`config.mk`:
```
export PLATFORM = sky130hd
export DESIGN_NAME = boot_rom_reader
export DESIGN_NICKNAME = d
export VERILOG_FILES = /design/src/rtl/boot_rom_reader.sv
export SDC_FILE = /design/constraint.sdc
export NUM_CORES = 1
export LEC_CHECK = 0
export CAP_MARGIN = 20
export CORE_MARGIN = 2
export CORE_UTILIZATION = 54
export DETAILED_ROUTE_END_ITERATION = 8
export PLACE_DENSITY = 0.78
export RECOVER_POWER = 100
export SLEW_MARGIN = 0
export SYNTH_ARGS = -nofsm -noshare
export SYNTH_HDL_FRONTEND = slang
export SYNTH_SLANG_ARGS = --single-unit
```
`constraint.sdc`:
```
create_clock -name clk_i -period 5.02 [get_ports clk_i]
set_input_delay 1.004 -clock clk_i [delete_from_list [all_inputs] [get_ports clk_i]]
set_output_delay 1.004 -clock clk_i [all_outputs]
set_load 0.02 [all_outputs]
```
`src/rtl/boot_rom_reader.sv`:
```
// Sequential boot-ROM reader: issues in-order reads on a req/gnt bus and streams
// the returned words through a credit-limited FIFO. Define BOOT_ROM_READER_CSUM_EN to add csum_o.
module boot_rom_reader #(
    parameter int DATA_WIDTH = 40,
    parameter int FIFO_DEPTH = 4
) (
    input  logic                  clk_i,
    input  logic                  rst_i,
    input  logic                  start_i,
    input  logic [31:0]           base_addr_i,
    input  logic [15:0]           num_words_i,
    output logic                  busy_o,
    output logic                  done_o,
    output logic                  req_o,
    output logic [31:0]           add_o,
    output logic                  wen_o,
    input  logic                  gnt_i,
    input  logic                  r_valid_i,
    input  logic [DATA_WIDTH-1:0] r_rdata_i,
    output logic [DATA_WIDTH-1:0] data_o,
    output logic                  valid_o,
    input  logic                  ready_i
`ifdef BOOT_ROM_READER_CSUM_EN
    ,
    output logic [DATA_WIDTH-1:0] csum_o
`endif
);

    localparam int AW = $clog2(FIFO_DEPTH);
    localparam int CW = AW + 1;
    localparam logic [CW:0] DEPTH_W = (CW+1)'(FIFO_DEPTH);

    typedef enum logic [1:0] {
        ST_IDLE  = 2'd0,
        ST_FETCH = 2'd1,
        ST_DRAIN = 2'd2
    } state_e;

    state_e          state_q, state_d;
    logic [31:0]     addr_q, addr_d;
    logic [15:0]     num_q, num_d;
    logic [15:0]     issued_q, issued_d;
    logic [CW-1:0]   outst_q, outst_d;
    logic [CW-1:0]   cnt_q, cnt_d;
    logic [AW-1:0]   wr_ptr_q, wr_ptr_d;
    logic [AW-1:0]   rd_ptr_q, rd_ptr_d;
    logic            done_q, done_d;

    logic [DATA_WIDTH-1:0] mem_q [FIFO_DEPTH];

    logic            issue;
    logic            push;
    logic            pop;
    logic            last_issue;
    logic [CW:0]     inflight;
    logic            credit_ok;

    // Words requested but not yet popped never exceed the FIFO depth, so a
    // granted read always has a free slot waiting for its response.
    assign inflight   = {1'b0, outst_q} + {1'b0, cnt_q};
    assign credit_ok  = (inflight < DEPTH_W);
    assign last_issue = (({1'b0, issued_q} + 17'd1) == {1'b0, num_q});

    always_comb begin : p_handshake
        issue = req_o & gnt_i;
        push  = r_valid_i & (outst_q != '0);
        pop   = valid_o & ready_i;
    end

    // State register
    always_ff @(posedge clk_i) begin
        if (rst_i) begin
            state_q  <= ST_IDLE;
            addr_q   <= '0;
            num_q    <= '0;
            issued_q <= '0;
            outst_q  <= '0;
            cnt_q    <= '0;
            wr_ptr_q <= '0;
            rd_ptr_q <= '0;
            done_q   <= 1'b0;
        end else begin
            state_q  <= state_d;
            addr_q   <= addr_d;
            num_q    <= num_d;
            issued_q <= issued_d;
            outst_q  <= outst_d;
            cnt_q    <= cnt_d;
            wr_ptr_q <= wr_ptr_d;
            rd_ptr_q <= rd_ptr_d;
            done_q   <= done_d;
        end
    end

    always_ff @(posedge clk_i) begin
        if (push) begin
            mem_q[wr_ptr_q] <= r_rdata_i;
        end
    end

    // Next-state logic
    always_comb begin : p_next
        state_d  = state_q;
        addr_d   = addr_q;
        num_d    = num_q;
        issued_d = issued_q;
        outst_d  = outst_q;
        cnt_d    = cnt_q;
        wr_ptr_d = wr_ptr_q;
        rd_ptr_d = rd_ptr_q;
        done_d   = 1'b0;

        if (issue && !push) begin
            outst_d = outst_q + CW'(1);
        end else if (!issue && push) begin
            outst_d = outst_q - CW'(1);
        end

        if (push && !pop) begin
            cnt_d = cnt_q + CW'(1);
        end else if (!push && pop) begin
            cnt_d = cnt_q - CW'(1);
        end

        if (push) begin
            wr_ptr_d = wr_ptr_q + AW'(1);
        end
        if (pop) begin
            rd_ptr_d = rd_ptr_q + AW'(1);
        end

        if (issue) begin
            addr_d   = addr_q + 32'd4;
            issued_d = issued_q + 16'd1;
        end

        case (state_q)
            ST_IDLE: begin
                if (start_i) begin
                    addr_d   = base_addr_i;
                    num_d    = num_words_i;
                    issued_d = '0;
                    if (num_words_i == 16'd0) begin
                        done_d = 1'b1;
                    end else begin
                        state_d = ST_FETCH;
                    end
                end
            end
            ST_FETCH: begin
                if (issue && last_issue) begin
                    state_d = ST_DRAIN;
                end
            end
            ST_DRAIN: begin
                if ((outst_d == '0) && (cnt_d == '0)) begin
                    state_d = ST_IDLE;
                    done_d  = 1'b1;
                end
            end
            default: begin
                state_d = ST_IDLE;
            end
        endcase
    end

    // Output logic
    always_comb begin : p_out
        busy_o  = (state_q != ST_IDLE);
        done_o  = done_q;
        req_o   = (state_q == ST_FETCH) && (issued_q < num_q) && credit_ok;
        add_o   = addr_q;
        wen_o   = 1'b1;
        valid_o = (cnt_q != '0);
        data_o  = mem_q[rd_ptr_q];
    end

`ifdef BOOT_ROM_READER_CSUM_EN
    logic [DATA_WIDTH-1:0] csum_q, csum_d;

    always_comb begin : p_csum
        csum_d = csum_q;
        if ((state_q == ST_IDLE) && start_i) begin
            csum_d = '0;
        end else if (pop) begin
            csum_d = csum_q + data_o;
        end
    end

    always_ff @(posedge clk_i) begin
        if (rst_i) begin
            csum_q <= '0;
        end else begin
            csum_q <= csum_d;
        end
    end

    assign csum_o = csum_q;
`endif

    a_no_overflow: assert property (@(posedge clk_i) disable iff (rst_i)
        !(push && !pop && (cnt_q == CW'(FIFO_DEPTH))));

    a_req_hold: assert property (@(posedge clk_i) disable iff (rst_i)
        (req_o && !gnt_i) |=> (req_o && $stable(add_o)));

endmodule

```
==> results of run 1 <==
cell families (layout without fill, tap and decap cells):
logic type      Yosys count  count (layout)  share of synthesized area
simple gates            267             267                      0.120
mux                      43              43                     0.0892
compound gates           98              98                     0.0625
other cells               1               1                   0.000359
fa+ha+maj                32              32                     0.0378
flops                   239             239                      0.611
xor+xnor                 61              61                     0.0511
buf+inv                  73             251                     0.0280
power groups by stage:
| stage | logic, W | registers, W | clock network, W |
|---|---|---|---|
| after floorplan | 0.00102 | 0.00249 | 0 |
| after global placement | 0.00163 | 0.00255 | 0 |
| after detailed placement | 0.00165 | 0.00256 | 0 |
| after CTS | 0.00165 | 0.00253 | 0.00193 |
| after global routing | 0.00170 | 0.00255 | 0.00200 |
| final | 0.00157 | 0.00252 | 0.00188 |
cell usage in the layout, fill, tap and decap left out, types with 6 or more instances in the layout:
| master | count |
|---|---|
| or3_1 | 12 |
| clkbuf_1 | 6 |
| nand4_1 | 13 |
| a21oi_1 | 28 |
| nand3_1 | 25 |
| ha_1 | 30 |
| inv_1 | 32 |
| dfxtp_1 | 78 |
| nor4_1 | 10 |
| o21ai_0 | 19 |
| edfxtp_1 | 160 |
| nor3_1 | 17 |
| a311oi_1 | 9 |
| dlygate4sd3_1 | 97 |
| xnor2_1 | 42 |
| nand2_1 | 81 |
| xor2_1 | 19 |
| a211oi_1 | 22 |
| and3_1 | 6 |
| nor2_1 | 81 |
| clkdlybuf4s50_1 | 71 |
| clkinv_2 | 7 |
| mux4_2 | 40 |
| clkbuf_16 | 25 |
stage by stage:
stage	worst slack [ns]	power [W]
6_report	0.799	0.00597
3_5_place_dp	1.27	0.00421
2_1_floorplan	2.06	0.00351
4_1_cts	1.12	0.00611
3_3_place_gp	1.31	0.00418
5_1_grt	0.496	0.00626
worst max path at each step:
stage	startpoint	endpoint	slack [ns]	depth (start not counted)
6_report	flop	data_o[8]	0.80	3
2_1_floorplan	num_q[5]	add_o[30]	2.06	12
5_1_grt	outst_q[0]	mem_q[3][15]	0.50	6
4_1_cts	num_q[15]	req_o	1.12	7
3_3_place_gp	gnt_i	add_o[30]	1.31	7
3_5_place_dp	gnt_i	add_o[30]	1.27	7
synth_stat cells, drive strengths merged, types with 3 or more instances:
library cell / count / area [µm²]
edfxtp: 160 / 4800
nand2: 81 / 304
nor2: 81 / 304
dfxtp: 79 / 1580
xnor2: 42 / 368
mux4: 40 / 901
inv: 32 / 120
clkbuf: 31 / 116
ha: 30 / 375
a21oi: 28 / 140
nand3: 25 / 125
a211oi: 23 / 178
o21ai: 19 / 98.9
xor2: 19 / 166
nor3: 17 / 85.1
nand4: 13 / 81.3
or3: 12 / 75.1
nor4: 11 / 90.1
buf: 10 / 56.3
a311oi: 9 / 78.8
and2: 6 / 37.5
and3: 6 / 37.5
nand2b: 5 / 31.3
nor2b: 3 / 18.8
nor3b: 3 / 22.5
o31ai: 3 / 22.5
cell type report:
type                    count  area share
clock inverters            17      0.0168
inverters                  32     0.00913
repair buffers            176       0.132
well taps                 260      0.0247
multi-input cells         502       0.285
clock buffers              26      0.0478
flip-flops and latches    239       0.485
worst min-delay path, cell delays in order (launching register included):
cell     delay [ns]
dfxtp_1        0.31
nand2_1        0.05
a21oi_1        0.05
metal layers:
metal / up-vias / global-route usage / share of wire
met4: 2 / 0.0427 / 0.010
li1: 3328 / - / -
met3: 21 / 0.0506 / 0.081
met5: - / 0 / 0.00061
met1: 3195 / 0.266 / 0.43
met2: 223 / 0.354 / 0.48
registers in the layout (all words and copies together) (netlist names), named ones only:
register and flops:
wr_ptr_q 2, add_o 32, rd_ptr_q 2, issued_q 16
mem_q 160, outst_q 3, state_q 2, cnt_q 3
num_q 16, done_o 1
==> results.json, run 1 <==
{
  "ant_nets": 0,
  "power_frac_seq": 0.422,
  "required_ns": 4.02,
  "first_iter_violations": 331,
  "clock_latency_ns": 0.50,
  "r2r_slack_ns": 0.89,
  "core_um2": 18800,
  "min_from": "add_o[0]",
  "finalMaxSlewViolations": 169,
  "wirelength_um": 21200,
  "rsz0062_at_grt": "false",
  "ir_worst_vdd_mv": 0.225,
  "grt_start_max_net_pins": 64,
  "r2r-end": "mem_q[3][19]",
  "dieArea_um2": 20500,
  "synthArstFlopShare": 0,
  "reg2reg_depth": 6,
  "period_share": 0.841,
  "fmax_mhz": 237,
  "place.gp.congestion": 0.806,
  "regArea_um2": 6390,
  "cp-start-kind": "flop",
  "ys_types": 52,
  "cpPeakStageDelay_ns": 1.29,
  "drc_errors": 0,
  "finalSetupViolCount": 0,
  "clk_path_buf_depth": 3,
  "fillCellCount": 1320,
  "avgSynthCellArea_um2": 12.8,
  "crit_chain": "buf_12 > mux4_2 > clkdlybuf4s50_1",
  "vias": 6769,
  "initial_core_util": 0.555,
  "netlist_instances": 814,
  "grt_overflow": 0,
  "fin_crit_ns": 4.22,
  "worstMarginPinSlew_ns": 2.85,
  "ios": 171,
  "status": "finished, violations left",
  "synth_seq_cells": 239,
  "root_buffer": "clkbuf_16",
  "r2r-start": "outst_q[0]",
  "maxCapViolations": 4,
  "hold_viol": 0,
  "cellLeakagePower_nw": 4.45,
  "power_density_nw_per_um2": 454,
  "seq_area_frac_synth": 0.611,
  "hold_class": "flop to flop",
  "relSlewSlack": -0.899,
  "path_class": "flop to primary output",
  "worst_clock_skew_ns": 0.0176,
  "die_h_um": 143,
  "ys.flop_type": "edfxtp_1",
  "comb_power_share": 0.263,
  "dp.cells": 1209,
  "internal_power_w": 0.00430,
  "path_buf_inv": 2,
  "drive_gt1_frac": 0.0897,
  "post_cts_buffers": 0,
  "grt_pass1_vias": 6721,
  "violations": "max-capacitance violations, max-slew violations",
  "wl_per_cell_um": 16.9,
  "min_path_cells": 2,
  "p_sw_frac": 0.280,
  "end_kind": "primary output",
  "postCtsHoldBufs": 0,
  "whs_ns": 0.458,
  "fin_nets": 1099,
  "firstDrtPassIters": 5,
  "synthesis.area_um2": 10400,
  "grt_first_pass_wirelength_um": 33300,
  "ys_warn_count": 0,
  "cpLargestDelayFamily": "flip-flops",
  "crit_fanout": 21,
  "hold_path_end": "add_o[0]",
  "areaGrowthSynthToFinish_pct": 26.0,
  "antennaDiodeCount": 0,
  "io_buffers": 169,
  "clkPwrFrac": 0.315,
  "multi_input_area_um2": 3740,
  "cts_htree_levels": 1,
  "design_area_um2": 13200,
  "final_util": 0.699,
  "synth-edff-count": 160,
  "avgViaCountPerCell": 5.41,
  "clock_sinks": 239,
  "grt_use_total": 0.205,
  "power.net_switching_w": 0.00167,
  "die-width_um": 143,
  "cts_resized": 0,
  "finalSetupTns_ns": 0,
  "cts_tree": "done",
  "instances_no_fill": 1252,
  "clk_pin_slew_ns": 0.06,
  "antenna_found_initial": 1,
  "rows": 50,
  "cp.arrival_ns": 3.22,
  "critPathSlowestCell": "dfxtp_1",
  "syn_nets": 938,
  "cts_buffers": 24,
  "placed_cell_area_um2": 12400,
  "dp_hpwl_um": 14000
}
No activity file was read; power rests on OpenSTA's default activity.
==> run 2, diff against run 1 <==
==> constraint.sdc (replaced) <==
create_clock -name clk_i -period 4.29 [get_ports clk_i]
set_input_delay 0.858 -clock clk_i [delete_from_list [all_inputs] [get_ports clk_i]]
set_output_delay 0.858 -clock clk_i [all_outputs]
set_load 0.02 [all_outputs]
==> run 2 against run 1 <==
  * Global-route usage rose by 0.63 points
  * Core utilization decreased by 0.067 points
  * First-iteration DRC count up 2.7%
  * Clock power is 11% higher
  * Critical path depth unchanged
  * Sequential power rose by 15%
  * The flow still finishes with violations (max-capacitance violations, max-slew violations)
  * Register-to-register slack got worse by 0.35 ns
  * Combinational power up 20%
==> results.json, run 2 (synthesis results as in run 1) <==
{
  "wirelength_um": 21800,
  "hold_class": "flop to flop",
  "areaGrowthSynthToFinish_pct": 25.9,
  "cts_htree_levels": 1,
  "worstMarginPinSlew_ns": 1.77,
  "initial_core_util": 0.555,
  "final_common_cell": "edfxtp_1",
  "final_cell_mix": "edfxtp_1 (160), dlygate4sd3_1 (101), nor2_1 (81), nand2_1 (81), dfxtp_1 (78)",
  "wl_per_cell_um": 17.3,
  "top_register": "mem_q",
  "largest_reg_flops": 160,
  "clk_pin_slew_ns": 0.06,
  "r2r-start": "outst_q[0]",
  "end_kind": "primary output",
  "fmax_mhz": 255,
  "period_share": 0.913,
  "min_path_cells": 2,
  "die-width_um": 143,
  "relSlewSlack": -0.179,
  "clk_path_buf_depth": 3,
  "io_buffers": 169,
  "cts_buffers": 25,
  "setup_ws_ns": 0.373,
  "finalMaxSlewViolations": 42,
  "cts_tree": "done",
  "dp_hpwl_um": 14700,
  "antenna_found_initial": 1,
  "grt_use_total": 0.212,
  "finalSetupTns_ns": 0,
  "status": "finished, violations left",
  "cp.arrival_ns": 3.06,
  "violations": "max-capacitance violations, max-slew violations",
  "root_buffer": "clkbuf_16",
  "firstDrtPassIters": 5,
  "reg2reg_depth": 6,
  "cellLeakagePower_nw": 4.45,
  "hold_viol": 0,
  "wl_met1_um": 9350,
  "ant_nets": 0,
  "rows": 50,
  "drc_errors": 0,
  "path_class": "flop to primary output",
  "power_density_nw_per_um2": 522,
  "fin_nets": 1107,
  "required_ns": 3.43,
  "crit_fanout": 27,
  "rsz0062_at_grt": "false",
  "wl_met2_um": 10400,
  "clock_latency_ns": 0.50,
  "maxCapViolations": 1,
  "fillCellCount": 1343,
  "final_util": 0.698,
  "cp-start-kind": "flop",
  "route.top_layer_used": "met4",
  "core_um2": 18800,
  "fin_crit_ns": 3.92,
  "postCtsHoldBufs": 0,
  "clock_sinks": 239,
  "grt_first_pass_wirelength_um": 34300,
  "ios": 171,
  "dp_slack_ns": 0.875,
  "avgViaCountPerCell": 5.47,
  "post_cts_buffers": 0,
  "first_iter_violations": 340,
  "grt_pass1_vias": 6746,
  "grt_start_max_net_pins": 63,
  "wl_met3_um": 1690,
  "finalSetupViolCount": 0,
  "cts_resized": 0,
  "die_h_um": 143,
  "grt_overflow": 0,
  "min_from": "add_o[1]",
  "worst_clock_skew_ns": 0.0103,
  "dieArea_um2": 20500,
  "place.gp.congestion": 0.834,
  "vias": 6894,
  "ir_worst_vdd_mv": 0.276,
  "drive_gt1_frac": 0.0951
}
[run 2: changes by cell type in the layout (fill, tap and decap cells not counted), moves of 3 or more]
cell | before | now
clkbuf_1 | 6 | 9
clkbuf_2 | 0 | 5
clkdlybuf4s50_1 | 71 | 67
clkinvlp_2 | 0 | 3
dlygate4sd3_1 | 97 | 101
[run 2: routing by layer]
metal,GRT usage,vias up
met3,0.0443,30
met4,0.0563,0
met2,0.359,220
li1,-,3346
met1,0.279,3298
met5,0,-
[run 2: worst paths after layout]
path	slack, ns	endpoint
hold reg to reg	0.46	add_o[1]
setup / recovery	0.37	data_o[34]
setup reg to reg	0.54	mem_q[0][22]
hold / removal	0.46	add_o[1]
[run 2: critical path, stage by stage (launching register included)]
cell	delay [ns]
dfxtp_1	1.21
clkbuf_2	0.43
mux4_2	0.35
clkdlybuf4s50_1	0.56
[run 2: report_power, final]
group	internal (W)	switching, W
logic	0.000917	0.000972
registers	0.00275	0.000154
clock network	0.00124	0.000833
[run 2: layout make-up]
cell class                 instances  area [µm²]  share of cell area
multi-input combinational        502        3750               0.285
clock buffer                      28         637              0.0484
tap                              260         325              0.0247
inverter                          32         120             0.00913
clock inverter                    15         158              0.0120
antenna                            2        5.00            0.000381
sequential                       239        6390               0.486
timing repair buffer             183        1770               0.135
[run 2: metrics by stage]
stage                     total power, W  std cells  area, µm²  hold slack, ns
final                            0.00687       1261      13100           0.457
after global routing             0.00719       1260      13100           0.480
after CTS                        0.00703       1259      13200           0.463
after detailed placement         0.00493       1216      12400           0.451
after global placement           0.00490       1216      12400           0.440
after floorplan                  0.00411        814      10400           0.441
==> run 3, diff against run 2 <==
==> constraint.sdc (replaced) <==
create_clock -name clk_i -period 4.29 [get_ports clk_i]
set_input_delay 0.858 -clock clk_i [delete_from_list [all_inputs] [get_ports clk_i]]
set_output_delay 0.858 -clock clk_i [all_outputs]
set_load 0.1 [all_outputs]
==> run 3 against run 2 <==
  * The run still ends with max-capacitance violations, max-slew violations left
  * Global-route usage barely moved
  * Cell count up 0.24%
  * Critical path depth grew 8
  * Sequential cell count unchanged
  * Highest routed layer unchanged
  * Worst setup slack gained 0.17 ns
  * Wire length is 1.2% lower
  * Clock power grew 7%
==> results.json, run 3 (synthesis results as in run 1) <==
{
  "areaGrowthSynthToFinish_pct": 25.9,
  "die_h_um": 143,
  "cts_resized": 0,
  "total_power_w": 0.00841,
  "grt_start_max_net_pins": 68,
  "ios": 171,
  "finalMaxSlewViolations": 74,
  "drive_gt1_frac": 0.0969,
  "rsz0062_at_grt": "false",
  "worst_clock_skew_ns": 0.0121,
  "min_path_cells": 2,
  "core_um2": 18800,
  "grt_use_total": 0.212,
  "period_share": 0.874,
  "hold_class": "flop to flop",
  "grt-busiest-layer": "met2",
  "violations": "max-capacitance violations, max-slew violations",
  "final_common_cell": "edfxtp_1",
  "cts_tree": "done",
  "rows": 50,
  "wl_per_cell_um": 17.0,
  "power_frac_seq": 0.342,
  "reg2reg_depth": 11,
  "top_register": "mem_q",
  "largest_reg_flops": 160,
  "clock_sinks": 239,
  "p_sw_frac": 0.418,
  "dp_hpwl_um": 14400,
  "finalSetupTns_ns": 0,
  "post_cts_buffers": 0,
  "comb_power_share": 0.394,
  "final_cell_mix": "edfxtp_1 (160), dlygate4sd3_1 (102), nor2_1 (81), nand2_1 (81), dfxtp_1 (77)",
  "end_kind": "flop",
  "die-width_um": 143,
  "clkPwrFrac": 0.265,
  "maxCapViolations": 3,
  "power.net_switching_w": 0.00351,
  "fin_nets": 1106,
  "status": "finished, violations left",
  "relSlewSlack": -0.124,
  "clock_latency_ns": 0.53,
  "io_buffers": 169,
  "initial_core_util": 0.555,
  "clk_path_buf_depth": 3,
  "fin_crit_ns": 3.75,
  "path_class": "flop to flop",
  "ant_nets": 0,
  "worstMarginPinSlew_ns": 1.69,
  "grt_pass1_vias": 6807,
  "hold_viol": 0,
  "crit_fanout": 17,
  "required_ns": 4.63,
  "grt_use_met1": 0.274,
  "ir_worst_vdd_mv": 0.354,
  "cts_htree_levels": 1,
  "vias": 6864,
  "met2_usage": 0.359,
  "fmax_mhz": 267,
  "postCtsHoldBufs": 0,
  "place.gp.congestion": 0.810,
  "dieArea_um2": 20500,
  "cts_buffers": 25,
  "cp.arrival_ns": 4.09,
  "first_iter_violations": 348,
  "clk_pin_slew_ns": 0.06,
  "firstDrtPassIters": 4,
  "antenna_found_initial": 2,
  "grt_first_pass_wirelength_um": 34200,
  "wirelength_um": 21500,
  "cellLeakagePower_nw": 4.45,
  "finalSetupViolCount": 0,
  "cp-start-kind": "flop",
  "drc_errors": 0,
  "power_density_nw_per_um2": 639,
  "grt_overflow": 0,
  "internal_power_w": 0.00489,
  "root_buffer": "clkbuf_16",
  "grtUsageMet3": 0.0543,
  "avgViaCountPerCell": 5.43
}
run 3: changes by cell type in the layout (fill, tap and decap cells not counted), moves of 2 or more:
cell	before	now
and2_0	3	5
and2_2	2	0
clkbuf_1	9	21
clkinv_1	1	3
clkbuf_8	0	4
clkinvlp_2	3	0
clkdlybuf4s50_1	67	51
buf_12	1	3
run 3: per-stage QoR:
stage	hold slack, ns	instances	area [µm²]	util	setup slack, ns
floorplan	0.441	814	10400	-	0.944
global placement	0.442	1215	12400	0.658	0.880
detailed placement	0.452	1215	12400	0.658	0.814
CTS	0.456	1261	13300	0.704	0.619
global route	0.482	1262	13200	0.698	0.321
finish	0.450	1264	13200	0.699	0.541
run 3: critical path, stage by stage (launching register included):
cell and delay (ns):
dfxtp_1 0.37, inv_1 0.06, ha_1 0.31, a21oi_1 0.14, nor2_1 0.05, a211oi_1 0.29
o21ai_0 0.26, or3_1 0.67, or4b_1 0.76, nor4_1 0.37, xnor2_1 0.17, a211oi_2 0.09
run 3: power by group through the flow:
| stage | clock, W | combinational (W) | sequential, W |
|---|---|---|---|
| detailed placement | 0 | 0.00347 | 0.00292 |
| CTS | 0.00226 | 0.00349 | 0.00287 |
| global route | 0.00236 | 0.00346 | 0.00290 |
| global placement | 0 | 0.00346 | 0.00291 |
| finish | 0.00222 | 0.00331 | 0.00287 |
| floorplan | 0 | 0.00253 | 0.00308 |
run 3: area by class of cell:
cell class,instances,area (µm²)
antenna,3,7.51
clock buffer,31,688
clock inverter,15,175
fill,1345,5680
inverter,32,120
multi-input combinational,502,3740
sequential,239,6390
tap,260,325
timing repair buffer,182,1710
run 3: path summary, 6_finish.rpt:
kind,end,from,slack [ns]
setup / recovery,add_o[30],num_q[9],0.54
hold / removal,add_o[1],add_o[1],0.45
hold reg to reg,add_o[1],add_o[1],0.45
setup reg to reg,add_o[30],num_q[9],0.54
run 3: layer usage:
metal | vias to the layer above | wire length (µm)
li1 | 3347 | -
met1 | 3285 | 9220
met2 | 204 | 10400
met3 | 28 | 1580
met4 | 0 | 360
met5 | - | 0
